<file path="config.mk">
export PLATFORM = sky130hd
export DESIGN_NAME = trisc_program_loader
export DESIGN_NICKNAME = d
export VERILOG_FILES = /design/src/rtl/trisc_pkg.sv /design/src/rtl/checksum_acc.sv /design/src/rtl/trisc_program_loader.sv
export SDC_FILE = /design/constraint.sdc
export NUM_CORES = 1
export LEC_CHECK = 0
export CAP_MARGIN = 20
export CORE_MARGIN = 5
export CORE_UTILIZATION = 40
export CTS_CLUSTER_DIAMETER = 120
export CTS_CLUSTER_SIZE = 12
export DETAILED_ROUTE_END_ITERATION = 8
export HOLD_SLACK_MARGIN = 0.15
export PLACE_DENSITY = 0.6
export SYNTH_ARGS = -nofsm -noshare
export SYNTH_HDL_FRONTEND = slang
export SYNTH_SLANG_ARGS = --single-unit
</file>
<file path="constraint.sdc">
create_clock -name SysClock -period 3.5 [get_ports SysClock]
set_input_delay 1.05 -clock SysClock [delete_from_list [all_inputs] [get_ports SysClock]]
set_output_delay 1.05 -clock SysClock [all_outputs]
set_load 0.01 [all_outputs]
</file>
<file path="src/rtl/trisc_pkg.sv">
// Shared TRISC definitions: bus widths and the program loader state encoding.
package trisc_pkg;

  localparam int TRISC_ADDR_W = 4;
  localparam int TRISC_DATA_W = 8;

  typedef logic [2:0] loader_state_t;

  localparam logic [2:0] ST_IDLE  = 3'd0;
  localparam logic [2:0] ST_LOAD  = 3'd1;
  localparam logic [2:0] ST_VREAD = 3'd2;
  localparam logic [2:0] ST_VCMP  = 3'd3;
  localparam logic [2:0] ST_DONE  = 3'd4;

endpackage

</file>
<file path="src/rtl/checksum_acc.sv">
// Clearable modulo-2^W accumulator; clear has priority over add.
module checksum_acc #(
  parameter int W = 8
) (
  input  logic         clk,
  input  logic         srst,
  input  logic         clr,
  input  logic         en,
  input  logic [W-1:0] din,
  output logic [W-1:0] sum
);

  logic [W-1:0] sum_reg;

  always_ff @(posedge clk) begin
    if (srst || clr) begin
      sum_reg <= '0;
    end else if (en) begin
      sum_reg <= sum_reg + din;
    end
  end

  assign sum = sum_reg;

endmodule

</file>
<file path="src/rtl/trisc_program_loader.sv">
// Streams a 16-byte program image into the TRISC RAM, then reads it back
// and compares a mod-256 checksum against the streamed bytes.
module trisc_program_loader
  import trisc_pkg::*;
#(
  parameter int DEPTH  = 16,
  parameter int ADDR_W = TRISC_ADDR_W,
  parameter int DATA_W = TRISC_DATA_W
) (
  input  logic              SysClock,
  input  logic              Clear,
  input  logic              Start,
  input  logic              InValid,
  input  logic [DATA_W-1:0] InData,
  output logic              InReady,
  output logic [ADDR_W-1:0] RamAddr,
  output logic [DATA_W-1:0] RamData,
  output logic              RamWren,
  input  logic [DATA_W-1:0] RamQ,
  output logic              Busy,
  output logic              HoldCPU,
  output logic              Done,
  output logic              VerifyErr,
  output logic [7:0]        Checksum
);

  localparam int CNT_W = ADDR_W + 1;

  loader_state_t     state_reg;
  logic [CNT_W-1:0]  count_reg;
  logic [ADDR_W-1:0] ram_addr_reg;
  logic [DATA_W-1:0] ram_data_reg;
  logic              ram_wren_reg;
  logic              done_reg;
  logic              verify_err_reg;

  logic       handshake;
  logic       start_load;
  logic       rd_add;
  logic [7:0] rd_sum;
  logic [7:0] rd_final;

  assign InReady    = (state_reg == ST_LOAD) && (count_reg < CNT_W'(DEPTH));
  assign handshake  = InValid && InReady;
  assign start_load = (state_reg == ST_IDLE) && Start;

  // RamQ lags RamAddr by one cycle: skip the first VREAD cycle, catch word 15 in VCMP.
  assign rd_add   = ((state_reg == ST_VREAD) && (ram_addr_reg != '0)) ||
                    (state_reg == ST_VCMP);
  assign rd_final = rd_sum + RamQ;

  checksum_acc #(.W(8)) u_load_sum (
    .clk  (SysClock),
    .srst (Clear),
    .clr  (start_load),
    .en   (handshake),
    .din  (InData),
    .sum  (Checksum)
  );

  checksum_acc #(.W(8)) u_read_sum (
    .clk  (SysClock),
    .srst (Clear),
    .clr  (start_load),
    .en   (rd_add),
    .din  (RamQ),
    .sum  (rd_sum)
  );

  always_ff @(posedge SysClock) begin
    if (Clear) begin
      state_reg      <= ST_IDLE;
      count_reg      <= '0;
      ram_addr_reg   <= '0;
      ram_data_reg   <= '0;
      ram_wren_reg   <= 1'b0;
      done_reg       <= 1'b0;
      verify_err_reg <= 1'b0;
    end else begin
      ram_wren_reg <= 1'b0;
      case (state_reg)
        ST_IDLE: begin
          if (Start) begin
            state_reg      <= ST_LOAD;
            count_reg      <= '0;
            done_reg       <= 1'b0;
            verify_err_reg <= 1'b0;
          end
        end
        ST_LOAD: begin
          if (handshake) begin
            ram_addr_reg <= count_reg[ADDR_W-1:0];
            ram_data_reg <= InData;
            ram_wren_reg <= 1'b1;
            count_reg    <= count_reg + 1'b1;
          end else if (count_reg == CNT_W'(DEPTH)) begin
            // Leave one cycle after the last handshake so word 15 is written first.
            state_reg    <= ST_VREAD;
            ram_addr_reg <= '0;
          end
        end
        ST_VREAD: begin
          if (ram_addr_reg == ADDR_W'(DEPTH - 1)) begin
            state_reg <= ST_VCMP;
          end else begin
            ram_addr_reg <= ram_addr_reg + 1'b1;
          end
        end
        ST_VCMP: begin
          verify_err_reg <= (rd_final != Checksum);
          done_reg       <= 1'b1;
          state_reg      <= ST_DONE;
        end
        ST_DONE: begin
          if (!Start) begin
            state_reg <= ST_IDLE;
          end
        end
        default: state_reg <= ST_IDLE;
      endcase
    end
  end

  assign RamAddr   = ram_addr_reg;
  assign RamData   = ram_data_reg;
  assign RamWren   = ram_wren_reg;
  assign Busy      = (state_reg == ST_LOAD) || (state_reg == ST_VREAD) ||
                     (state_reg == ST_VCMP);
  assign HoldCPU   = Busy;
  assign Done      = done_reg;
  assign VerifyErr = verify_err_reg;

endmodule

</file>
==> impl_metrics.sql, run 1 <==
INSERT INTO impl_metrics (metric_group, metric, value, unit) VALUES
('critical_path', 'cp_cell_sequence', 'clkdlybuf4s50_1 > ha_1 > fa_1 > a211oi_1 > nor2_1 > xor2_1 > xnor2_1 > o211ai_1 > a2111oi_1 > a211oi_1', ''),
('pwr', 'fin_total_pwr', '0.929', 'mW'),
('routing', 'detail_route.iter0.violations', '79', ''),
('critical_path', 'slowest_stage', 'sky130_fd_sc_hd__clkdlybuf4s50_1', ''),
('layout', 'fill_cell_instance_count_of_the_final_layout', '577', ''),
('critical_path', 'required', '3.67', 'ns'),
('clock_network', 'cts_tree', 'built', ''),
('routing', 'wl_per_cell', '13.1', 'um'),
('floorplanning', 'die-width', '86.5', 'um'),
('critical_path', 'worst_setup_path_end_kind', 'flip-flop', ''),
('sta', 'setup_tns', '0', 'ns'),
('global_routing', 'gr-total-overflow', '0', ''),
('floorplanning', 'die-area', '7480', 'um2'),
('routing', 'met3RoutedLength', '238', 'um'),
('logic_synthesis', 'synthesis.yosys.warnings', '0', ''),
('global_routing', 'grtUsageTotal', '14.8', '%'),
('floorplanning', 'die-height', '86.5', 'um'),
('sta', 'min_period_over_period', '89.7', '%'),
('routing', 'met2WireLength', '2230', 'um'),
('sta', 'clock.fmax', '318', 'MHz'),
('logic_synthesis', 'number_of_enable_type_register_cells_in_the_synthesized_netlist', '0', ''),
('layout', 'post_route_cells_drive_above_1_share', '6.19', '%'),
('critical_path', 'cp.arrival', '3.31', 'ns'),
('critical_path', 'cp_num_buf_inv', '1', ''),
('routing', 'post_drt_antenna_nets', '0', ''),
('layout', 'relative_area_change_from_synthesis_to_final_layout', '24.2', '%'),
('clock_network', 'cts_buffers', '5', ''),
('sta', 'setup_violations', '0', ''),
('logic_synthesis', 'synth_fp_nets', '320', ''),
('logic_synthesis', 'synth_top_flop_cell', 'sky130_fd_sc_hd__dfxtp_1', ''),
('logic_synthesis', 'avgSynthCellArea', '8.36', 'um2'),
('placement', 'gp_congestion', '0.839', ''),
('clock_network', 'clock_sink_count', '39', ''),
('floorplanning', 'rows', '27', ''),
('sta', 'rsz0062_at_grt', 'false', ''),
('clock_network', 'cts-root-to-sink-buffers', '2', ''),
('sta', 'timing.max_slew.rel_slack', '63.1', '%'),
('clock_network', 'clk_pin_slew_worst_paths', '0.07', 'ns'),
('critical_path', 'crit_path_max_incr_delay', '0.41', 'ns'),
('sta', 'tightestPinTransition', '0.551', 'ns'),
('routing', 'vias', '1991', ''),
('global_routing', 'grt_pass1_wl', '8890', 'um'),
('placement', 'post_detailed_placement_half_perimeter_wirelength', '3940', 'um'),
('critical_path', 'path_class', 'primary input to flip-flop', ''),
('clock_network', 'cts_setup_buffers', '0', ''),
('placement', 'post-place-ws', '0.0416', 'ns'),
('pwr', 'p_leak', '1.07', 'nW'),
('global_routing', 'grt_antenna_before_repair', '0', ''),
('logic_synthesis', 'synthesis.area', '2340', 'um2'),
('logic_synthesis', 'synth-seq-cells', '39', ''),
('pwr', 'power.density', '320', 'nW/um2'),
('outcome', 'run_status', 'complete, no violations', ''),
('critical_path', 'critical_path.top_delay_family', 'compound AO/OA/AOI/OAI gates', ''),
('floorplanning', 'core_region_area', '5610', 'um2'),
('clock_network', 'insertion_delay', '0.28', 'ns'),
('critical_path', 'cp-start-kind', 'primary input', ''),
('routing', 'highest-signal-layer', 'met4', ''),
('logic_synthesis', 'netlist-cell-type-count', '46', ''),
('global_routing', 'via_count_of_the_first_global_routing_pass', '1884', ''),
('sta', 'hold_viol_final', '0', ''),
('clock_network', 'cts-resized-gates', '0', ''),
('sta', 'final_ws_setup', '0.359', 'ns'),
('sta', 'min_period', '3.14', 'ns'),
('routing', 'routed_wirelength', '5170', 'um'),
('clock_network', 'h-tree-depth', '2', ''),
('routing', 'firstDrtPassIters', '4', ''),
('routing', 'met1_wire_length', '2660', 'um'),
('floorplanning', 'initial_utilization', '41.7', '%'),
('layout', 'final_cell_mix', 'sky130_fd_sc_hd__clkdlybuf4s50_1 (45), sky130_fd_sc_hd__dfxtp_1 (39), sky130_fd_sc_hd__nand2_1 (38), sky130_fd_sc_hd__nor2_1 (33), sky130_fd_sc_hd__a21oi_1 (30)', ''),
('placement', 'buffer_ports.inserted', '45', ''),
('layout', 'layout_commonest_cell', 'sky130_fd_sc_hd__clkdlybuf4s50_1', '');
## final cells by class
type                            instances  area [um2]  share of cell area, %
Multi-Input combinational cell        219        1440                   49.4
Sequential cell                        39         781                   26.9
Timing Repair Buffer                   49         480                   16.5
Tap cell                               72        90.1                   3.10
Clock buffer                            6        82.6                   2.84
Inverter                                9        33.8                   1.16
Clock inverter                          1        5.00                  0.172
## cells in the mapped netlist (all sizes together) (6+ instances only)
cell / n / share of area (%)
xnor2: 15 / 5.6
xor2: 8 / 3.0
a211oi: 9 / 2.9
a21oi: 30 / 6.4
clkbuf: 6 / 1.4
inv: 9 / 1.4
nor2: 34 / 5.6
buf: 7 / 2.5
nor3: 7 / 1.5
nand2: 38 / 6.1
ha: 18 / 9.6
mux2i: 7 / 3.0
dfxtp: 39 / 33
## power by group
| group | internal, mW | switching, mW | total (mW) |
|---|---|---|---|
| combinational | 0.0801 | 0.0757 | 0.156 |
| sequential | 0.454 | 0.0134 | 0.468 |
| clock | 0.155 | 0.151 | 0.306 |
## per-layer routing
metal	up-vias	track usage, %
met5	-	0
met4	0	4.96
met3	4	3.61
met2	44	22.0
met1	888	20.8
li1	1055	-
## final timing paths
kind                            depth (start not counted)  slack [ns]               from        end
worst max-delay path                                   10        0.36            RamQ[0]  VerifyErr
worst min register to register                          2        0.46               Done       Done
worst min-delay path                                    2        0.46               Done       Done
worst max register to register                          9        1.24  u_read_sum.sum[0]  VerifyErr
## cells by family (layout without fill, tap and decap cells)
logic type	after synthesis	in the layout	share of synthesized area [%]
xor gates and xnor gates	23	23	8.61
and+or+nand+nor	111	111	23.1
muxes	7	7	2.99
DFF	39	39	33.4
AOI/OAI and AO/OA	58	58	15.3
adders and majority gates	20	20	11.3
buffers and inverters	22	65	5.34
## tightest hold or removal path: stages, from the launching register on
cell,delay [ns]
sky130_fd_sc_hd__dfxtp_1,0.31
sky130_fd_sc_hd__nand2_1,0.05
sky130_fd_sc_hd__a21oi_1,0.05
## per-stage QoR
stage               cell area, um2  hold slack (ns)  instances  util [%]
finish                        2910            0.455        395      51.9
global route                  2910            0.476        395      51.9
CTS                           2910            0.461        395      51.9
detailed placement            2820            0.450        388      50.3
global placement              2820            0.446        388      50.3
floorplan                     2340            0.453        280         -
(Power assumes the default switching activity.)
==> run 2, diff against run 1 <==
--- a/config.mk
+++ b/config.mk
@@ -12,6 +12,7 @@
 export CTS_CLUSTER_SIZE = 12
 export DETAILED_ROUTE_END_ITERATION = 8
 export HOLD_SLACK_MARGIN = 0.15
+export MAX_ROUTING_LAYER = met4
 export PLACE_DENSITY = 0.6
 export SYNTH_ARGS = -nofsm -noshare
 export SYNTH_HDL_FRONTEND = slang
==> impl_metrics.sql, run 2 (synthesized netlist as in run 1, its figures left out) <==
INSERT INTO impl_metrics (metric_group, metric, value, unit) VALUES
('layout', 'nets', '363', ''),
('sta', 'min_period', '3.14', 'ns'),
('global_routing', 'maximum_number_of_pins_on_one_net_before_global_route_repair', '21', ''),
('routing', 'firstDrtPassIters', '4', ''),
('min_path', 'holdCritPathClass', 'flip-flop to flip-flop', ''),
('sta', 'min_period_over_period', '89.7', '%'),
('critical_path', 'path_class', 'primary input to flip-flop', ''),
('floorplanning', 'die-width', '86.5', 'um'),
('critical_path', 'crit_path_max_incr_delay', '0.41', 'ns'),
('routing', 'routed_via_density', '5.04', ''),
('critical_path', 'required', '3.67', 'ns'),
('placement', 'place_area', '2820', 'um2'),
('sta', 'timing.final.max_slew_violations', '0', ''),
('clock_network', 'cts-root-buf', 'sky130_fd_sc_hd__clkbuf_8', ''),
('routing', 'wl_per_cell', '13.1', 'um'),
('critical_path', 'critical_path_peak_fanout', '2', ''),
('clock_network', 'cts_buffers', '5', ''),
('critical_path', 'cp.arrival', '3.31', 'ns'),
('sta', 'setup_tns', '0', 'ns'),
('layout', 'layout_commonest_cell', 'sky130_fd_sc_hd__clkdlybuf4s50_1', ''),
('global_routing', 'grt_pass1_wl', '8900', 'um'),
('sta', 'worst_clock_skew_on_the_final_layout', '0.00296', 'ns'),
('floorplanning', 'die-area', '7480', 'um2'),
('critical_path', 'worst_setup_path_end_kind', 'flip-flop', ''),
('routing', 'vias', '1990', ''),
('placement', 'buffer_ports.inserted', '45', ''),
('layout', 'post_route_cells_drive_above_1_share', '6.19', '%'),
('critical_path', 'cp-start-kind', 'primary input', ''),
('routing', 'detail_route.iter0.violations', '97', ''),
('placement', 'post-place-ws', '0.0416', 'ns'),
('pwr', 'p_leak', '1.07', 'nW'),
('sta', 'setup_violations', '0', ''),
('critical_path', 'cp_cell_sequence', 'clkdlybuf4s50_1 > ha_1 > fa_1 > a211oi_1 > nor2_1 > xor2_1 > xnor2_1 > o211ai_1 > a2111oi_1 > a211oi_1', ''),
('floorplanning', 'die-height', '86.5', 'um'),
('clock_network', 'cts-resized-gates', '0', ''),
('outcome', 'run_status', 'complete, no violations', ''),
('layout', 'finish.instance_area', '2910', 'um2'),
('sta', 'tightestPinTransition', '0.558', 'ns'),
('clock_network', 'clock_sink_count', '39', ''),
('pwr', 'peakVddDrop', '0.217', 'mV'),
('layout', 'antenna_cells_inserted', '0', ''),
('clock_network', 'insertion_delay', '0.28', 'ns'),
('clock_network', 'cts_setup_buffers', '0', ''),
('global_routing', 'gr-total-overflow', '0', ''),
('floorplanning', 'rows', '27', ''),
('pwr', 'internal_power', '0.689', 'mW'),
('sta', 'timing.max_slew.rel_slack', '62.7', '%'),
('clock_network', 'clk_pin_slew_worst_paths', '0.07', 'ns'),
('clock_network', 'hold_buffers', '0', ''),
('pwr', 'power.share.clock', '33.0', '%'),
('clock_network', 'cts_tree', 'built', ''),
('critical_path', 'critical_path.top_delay_family', 'compound AO/OA/AOI/OAI gates', ''),
('routing', 'drc', '0', ''),
('pwr', 'switching_share', '25.9', '%'),
('global_routing', 'grt_antenna_before_repair', '0', ''),
('global_routing', 'grtUsageTotal', '15.2', '%'),
('run', 'reported_max_cap_violation_count', '0', ''),
('clock_network', 'h-tree-depth', '2', ''),
('critical_path', 'cpMostUsedCell', 'sky130_fd_sc_hd__a211oi_1', ''),
('routing', 'routed_wirelength', '5190', 'um'),
('pwr', 'power.density', '320', 'nW/um2'),
('sta', 'clock.fmax', '318', 'MHz'),
('critical_path', 'slowest_stage', 'sky130_fd_sc_hd__clkdlybuf4s50_1', ''),
('pwr', 'power_switching', '0.241', 'mW'),
('floorplanning', 'io-pin-count', '46', ''),
('floorplanning', 'core_region_area', '5610', 'um2'),
('clock_network', 'cts-root-to-sink-buffers', '2', ''),
('layout', 'relative_area_change_from_synthesis_to_final_layout', '24.2', '%'),
('sta', 'rsz0062_at_grt', 'false', ''),
('critical_path', 'cp_num_buf_inv', '1', ''),
('sta', 'final_ws_setup', '0.359', 'ns'),
('routing', 'post_drt_antenna_nets', '0', ''),
('layout', 'fill_cell_instance_count_of_the_final_layout', '577', ''),
('global_routing', 'via_count_of_the_first_global_routing_pass', '1881', ''),
('floorplanning', 'initial_utilization', '41.7', '%'),
('sta', 'hold_viol_final', '0', ''),
('placement', 'gp_congestion', '0.852', ''),
('pwr', 'relative_contribution_of_sequential_cells_to_total_power', '50.3', '%'),
('layout', 'final_cell_mix', 'sky130_fd_sc_hd__clkdlybuf4s50_1 (45), sky130_fd_sc_hd__dfxtp_1 (39), sky130_fd_sc_hd__nand2_1 (38), sky130_fd_sc_hd__nor2_1 (33), sky130_fd_sc_hd__a21oi_1 (30)', ''),
('pwr', 'comb_power_share', '16.8', '%'),
('placement', 'post_detailed_placement_half_perimeter_wirelength', '3940', 'um');
## run 2: path summary, 6_finish.rpt
| path | cells past startpoint | slack [ns] | start | endpoint |
|---|---|---|---|---|
| worst min register to register | 2 | 0.46 | Done | Done |
| worst min-delay path | 2 | 0.46 | Done | Done |
| worst max-delay path | 10 | 0.36 | RamQ[0] | VerifyErr |
| worst max register to register | 9 | 1.23 | u_read_sum.sum[0] | VerifyErr |
## run 2: layer usage
layer / share of wire (%) / wire length [um] / GRT usage [%]
met5: 0 / 0 / -
met2: 42 / 2200 / 21.9
met1: 52 / 2690 / 21.0
met4: 1.1 / 58 / 4.96
met3: 4.5 / 235 / 3.42
## run 2: cell type report
cell class,instances,area [um2],share of cell area (%)
clock buffer,6,82.6,2.84
clock inverter,1,5.00,0.172
inverter,9,33.8,1.16
multi-input combinational,219,1440,49.4
sequential,39,781,26.9
tap,72,90.1,3.10
timing repair buffer,49,480,16.5
## run 2: tightest hold or removal path, delay by kind of cell (launching register included)
kind,cells,cell delay [ns]
AOI/OAI and AO/OA,1,0.05
DFF,1,0.31
and+or+nand+nor,1,0.05
## run 2: power by group through the flow
| stage | logic [mW] | registers [mW] | clock network (mW) |
|---|---|---|---|
| 2_1_floorplan | 0.0920 | 0.478 | 0 |
| 3_5_place_dp | 0.157 | 0.478 | 0 |
| 4_1_cts | 0.158 | 0.468 | 0.322 |
| 5_1_grt | 0.174 | 0.470 | 0.347 |
| 6_report | 0.156 | 0.468 | 0.307 |
| 3_3_place_gp | 0.156 | 0.478 | 0 |
## run 2: metrics by stage
step | total power, mW | hold slack [ns] | std cells | util [%]
finish | 0.930 | 0.455 | 395 | 51.9
global route | 0.991 | 0.476 | 395 | 51.9
CTS | 0.948 | 0.461 | 395 | 51.9
detailed placement | 0.635 | 0.450 | 388 | 50.3
global placement | 0.634 | 0.446 | 388 | 50.3
floorplan | 0.570 | 0.453 | 280 | -
==> run 3, diff against run 2 <==
--- a/config.mk
+++ b/config.mk
@@ -5,6 +5,7 @@
 export SDC_FILE = /design/constraint.sdc
 export NUM_CORES = 1
 export LEC_CHECK = 0
+export ABC_CLOCK_PERIOD_IN_PS = 3500
 export CAP_MARGIN = 20
 export CORE_MARGIN = 5
 export CORE_UTILIZATION = 40
==> results of run 3 <==
No change in the layout: final DEF, timing and power equal those of run 2.
==> variant 1 (config.mk and constraints of run 3) <==
The package constant `TRISC_ADDR_W` goes from 4 to 2.
--- a/src/rtl/trisc_pkg.sv
+++ b/src/rtl/trisc_pkg.sv
@@ -1,7 +1,7 @@
 // Shared TRISC definitions: bus widths and the program loader state encoding.
 package trisc_pkg;
 
-  localparam int TRISC_ADDR_W = 4;
+  localparam int TRISC_ADDR_W = 2;
   localparam int TRISC_DATA_W = 8;
 
   typedef logic [2:0] loader_state_t;
Interface: changed (resized RamAddr); port bits go from 46 to 44. The function was not compared with the original's and may differ.
==> variant 1 against run 3 <==
Hold slack better by 0.050 ns. Sequential cell count shrank 24. Design area down 56%. Utilization decreased by 5.5 points. Area after synthesis is 51% lower. Routed wire length decreased by 60%. Worst setup slack gained 0.11 ns. Total power fell by 58%. Critical endpoint unchanged. Largest cell class unchanged. Largest power group unchanged.
==> variant 1: results (changes against run 3) <==
result of the run: completed (unchanged)
top cells by count, synth: 21 x sky130_fd_sc_hd__buf_4, 19 x sky130_fd_sc_hd__nor2_1, 15 x sky130_fd_sc_hd__dfxtp_1, 9 x sky130_fd_sc_hd__ha_1 (was 39 x sky130_fd_sc_hd__dfxtp_1, 38 x sky130_fd_sc_hd__nand2_1, 33 x sky130_fd_sc_hd__nor2_1, 30 x sky130_fd_sc_hd__a21oi_1, 18 x sky130_fd_sc_hd__ha_1)
number of fillers in the final layout: 263 (was 577)
CP max stage delay: 0.43 ns (was 0.41 ns)
clock tree root driver cell: sky130_fd_sc_hd__clkbuf_4 (was sky130_fd_sc_hd__clkbuf_8)
via count: 907 (was 1990)
met3 Use GR: 4.03% (was 3.42%)
input/output buffers: 16 (was 45)
number of library cell types mapped by synthesis: 38 (was 46)
number of flops mapped to enable cells by yosys: 0 (unchanged)
reg2reg setup slack: 1.34 ns (was 1.23 ns)
met1 usage: 13.8% (was 21.0%)
top flip-flop cell by instance count after synthesis: sky130_fd_sc_hd__dfxtp_1 (unchanged)
fraction of layout instances using a drive strength above 1: 6.62% (was 6.19%)
standby leakage power: 0.492 nW (was 1.07 nW)
Synth area leaders: sky130_fd_sc_hd__dfxtp_1 26%, sky130_fd_sc_hd__buf_4 14%, sky130_fd_sc_hd__ha_1 9.7% (was sky130_fd_sc_hd__dfxtp_1 33%, sky130_fd_sc_hd__ha_1 9.6%, sky130_fd_sc_hd__a21oi_1 6.4%)
cell with the largest stage delay on the worst path: sky130_fd_sc_hd__fa_1 (was sky130_fd_sc_hd__clkdlybuf4s50_1)
CTS HTree Levels: 1 (was 2)
asr flop ratio synth: 0% (unchanged)
worst reg2reg path depth: 7 (was 9)
Initial DRC Count: 17 (was 97)
worst-skew pair later-pin latency: 0.28 ns (about the same)
met2 usage in global routing: 16.9% (was 21.9%)
pin count of the biggest net entering global routing: 13 (was 21)
critical-path maximum fanout: 3 (was 2)
All-Layer GR Usage: 11.0% (was 15.2%)
peak supply drop: 0.257 mV (was 0.217 mV)
Net count, final: 182 (was 363)
WL final: 2.10 mm (was 5.19 mm)
DPL Wire Length: 1.67 mm (was 3.94 mm)
Slew headroom: 29.6% (was 62.7%)
cts bufs inserted: 3 (was 5)
CP Data Arrival Time: 3.19 ns (was 3.31 ns)
Yosys warnings: 0 (unchanged)
first-pass GRT wire length: 3.59 mm (was 8.90 mm)
startpoint of the most critical hold path: u_read_sum.sum[5] (was Done)
endpoint of the worst hold-timing path: u_read_sum.sum[5] (was Done)
class of the most critical hold timing path: reg2reg (unchanged)
clock slew at the register clock pins of the worst setup and hold paths: 0.08 ns
RePlAce Congestion: 0.786 (was 0.852)
sequential share of the synthesized area: 26.0% (was 33.4%)
via count of the first global-routing pass: 871 (was 1881)
Max Clock Skew: 0.00430 ns (was 0.00296 ns)
Cell Int Power: 0.000274 W (was 0.000689 W)
## variant 1: cell count changes in the layout (fill, tap and decap cells not counted), moves of 5 or more
| cell | run 3 | this run |
|---|---|---|
| sky130_fd_sc_hd__a211oi_1 | 9 | 2 |
| sky130_fd_sc_hd__clkbuf_8 | 6 | 0 |
| sky130_fd_sc_hd__nand2_1 | 38 | 3 |
| sky130_fd_sc_hd__ha_1 | 18 | 9 |
| sky130_fd_sc_hd__nor2_1 | 33 | 19 |
| sky130_fd_sc_hd__nand3_1 | 5 | 0 |
| sky130_fd_sc_hd__a21oi_1 | 30 | 8 |
| sky130_fd_sc_hd__xnor2_1 | 15 | 4 |
| sky130_fd_sc_hd__clkdlybuf4s50_1 | 45 | 16 |
| sky130_fd_sc_hd__conb_1 | 0 | 18 |
| sky130_fd_sc_hd__dfxtp_1 | 39 | 15 |
| sky130_fd_sc_hd__xor2_1 | 8 | 2 |
## variant 1: power by group through the flow
stage               Sequential [W]   Clock, W  Combinational [W]
finish                    0.000188  0.0000973           0.000109
floorplan                 0.000187          0          0.0000964
detailed placement        0.000192          0           0.000109
global route              0.000190   0.000111           0.000123
global placement          0.000192          0           0.000107
CTS                       0.000188   0.000103           0.000110
## variant 1: critical path: cells and delay by family
family / cells / cell delay (ns)
adder cells (fa/ha/maj): 2 / 0.67
AO/OA/AOI/OAI: 2 / 0.41
buffers and inverters: 1 / 0.40
AND/OR/NAND/NOR: 3 / 0.65
## variant 1: logic make-up after synthesis
| group | Yosys count | share of synthesized area (%) |
|---|---|---|
| and+or+nand+nor | 38 | 16.7 |
| xor gates and xnor gates | 6 | 4.55 |
| muxes | 8 | 6.93 |
| buffers and inverters | 31 | 17.0 |
| DFF | 15 | 26.0 |
| adders and majority gates | 10 | 11.5 |
| other | 1 | 0.324 |
| AOI/OAI and AO/OA | 28 | 17.1 |
## variant 1: metal layers
metal | part of all wire, % | vias up
li1 | - | 471
met1 | 49 | 407
met2 | 43 | 27
met3 | 7.1 | 2
met4 | 0.48 | 0
met5 | 0 | -
## variant 1: cell type report
type	instances	area, sq um	share of cell area (%)
multi-input cells	108	723	56.6
flip-flops and latches	15	300	23.5
repair buffers	16	160	12.5
well taps	31	38.8	3.03
inverters	8	30.0	2.35
clock buffers	4	26.3	2.05
## variant 1: through the flow
stage	total power [W]	hold WS (ns)	instance area (sq um)	cells	setup WS, ns
2_1_floorplan	0.000283	0.465	1220	154	0.798
3_3_place_gp	0.000299	0.481	1250	178	0.146
3_5_place_dp	0.000301	0.497	1250	178	0.182
4_1_cts	0.000401	0.509	1280	182	0.465
5_1_grt	0.000424	0.527	1280	182	0.368
6_report	0.000395	0.505	1280	182	0.471
==> variant 2 (flow settings as in run 3) <==
Without the edit above. Register the output `VerifyErr` once more; this adds one clock of latency there. The other outputs are not delayed to match.
--- a/src/rtl/trisc_program_loader.sv
+++ b/src/rtl/trisc_program_loader.sv
@@ -128,7 +128,9 @@
                      (state_reg == ST_VCMP);
   assign HoldCPU   = Busy;
   assign Done      = done_reg;
-  assign VerifyErr = verify_err_reg;
+  always_ff @(posedge SysClock) begin
+    VerifyErr <= verify_err_reg;
+  end
 
 endmodule
 
Formal check against the unedited RTL: same outputs for any inputs over 10 cycles, from zero or initial values; that may be too few to reach the edited logic, so the function may still have changed.
==> variant 2 against run 3 <==
Sequential cell count rose by 1. First-iteration DRC count fell by 20%. Global-route usage fell by 0.15 points. Area after synthesis rose by 0.86%. Utilization fell by 0.65 points. Routed wire length barely moved. Critical path depth did not move. Total power rose by 13%. Worst setup slack got worse by 0.0094 ns. Count of clock-buffer cells in the layout rose by 1. Sequential power rose by 2%. Design area rose by 2.4%. Sequential share of layout area barely moved. Largest cell class unchanged.
==> variant 2: results (changes against run 3) <==
via count of the first global-routing pass: 1880 (was 1881)
All-Layer GR Usage: 15.1% (was 15.2%)
startpoint of the most critical hold path: verify_err_reg (was Done)
endpoint of the worst hold-timing path: VerifyErr (was Done)
final worst hold slack: 0.366 ns (was 0.455 ns)
RePlAce Congestion: 0.862 (was 0.852)
Synth area leaders: sky130_fd_sc_hd__dfxtp_1 34%, sky130_fd_sc_hd__ha_1 9.5%, sky130_fd_sc_hd__a21oi_1 6.4% (was sky130_fd_sc_hd__dfxtp_1 33%, sky130_fd_sc_hd__ha_1 9.6%, sky130_fd_sc_hd__a21oi_1 6.4%)
setup slack after placement: 0.0398 ns (was 0.0416 ns)
met1 usage: 19.6% (was 21.0%)
met3 Use GR: 3.52% (was 3.42%)
CP Data Arrival Time: 3.32 ns (was 3.31 ns)
post-place instance area: 0.00285 sq mm (was 0.00282 sq mm)
total met2 wirelength after detailed routing: 2.29 mm (was 2.20 mm)
standby leakage power: 1.10 nW (was 1.07 nW)
WL final: 5.19 mm (about the same)
transition time of the tightest slew-check pin: 0.548 ns (was 0.558 ns)
Routed met1 length: 2.55 mm (was 2.69 mm)
Crit Reg-Reg Endpoint: verify_err_reg (was VerifyErr)
mux share of post-synthesis cell area: 2.97% (was 2.99%)
Max Clock Skew: 0.00975 ns (was 0.00296 ns)
first-pass GRT wire length: 8.78 mm (was 8.90 mm)
total nets after synthesis: 321 (was 320)
Post-Synth Adder-Cell Area: 11.2% (was 11.3%)
xor/xnor share of the synthesized area: 8.53% (was 8.61%)
Compound-Gate Fraction of Synth Area: 15.2% (was 15.3%)
met3 layer wire length in the routed design: 252 um (was 235 um)
cell count after synthesis: 281 (was 280)
Hold Crit Depth: 0 (was 2)
result of the run: completed (unchanged)
Initial DRC Count: 78 (was 97)
DPL Wire Length: 3.93 mm (was 3.94 mm)
==> variant 2: worst max-delay path, cell delays in order <==
cell and delay (ns):
sky130_fd_sc_hd__clkdlybuf4s50_1 0.40, sky130_fd_sc_hd__ha_1 0.23, sky130_fd_sc_hd__fa_1 0.41, sky130_fd_sc_hd__a211oi_1 0.30, sky130_fd_sc_hd__nor2_1 0.10, sky130_fd_sc_hd__xor2_1 0.22
sky130_fd_sc_hd__xnor2_1 0.14, sky130_fd_sc_hd__o211ai_1 0.10, sky130_fd_sc_hd__a2111oi_1 0.28, sky130_fd_sc_hd__a211oi_1 0.09
==> variant 2: worst max path at each step <==
stage / slack [ns] / to / cells past startpoint
after floorplan: 0.63 / verify_err_reg / 9
after global placement: 0.09 / verify_err_reg / 10
after detailed placement: 0.04 / verify_err_reg / 10
after CTS: 0.36 / verify_err_reg / 10
after global routing: 0.23 / verify_err_reg / 10
final: 0.35 / verify_err_reg / 10
==> variant 2: cell type report <==
| type | count | area [sq um] | share of cell area (%) |
|---|---|---|---|
| Clock buffer | 7 | 96.3 | 3.24 |
| Clock inverter | 1 | 30.0 | 1.01 |
| Inverter | 9 | 33.8 | 1.13 |
| Multi-Input combinational cell | 219 | 1440 | 48.2 |
| Sequential cell | 40 | 801 | 26.9 |
| Tap cell | 75 | 93.8 | 3.15 |
| Timing Repair Buffer | 50 | 488 | 16.4 |
==> variant 2: power breakdown <==
| part | switching, W | internal (W) |
|---|---|---|
| Combinational | 0.0000766 | 0.0000801 |
| Sequential | 0.0000130 | 0.000466 |
| Clock | 0.000165 | 0.000252 |
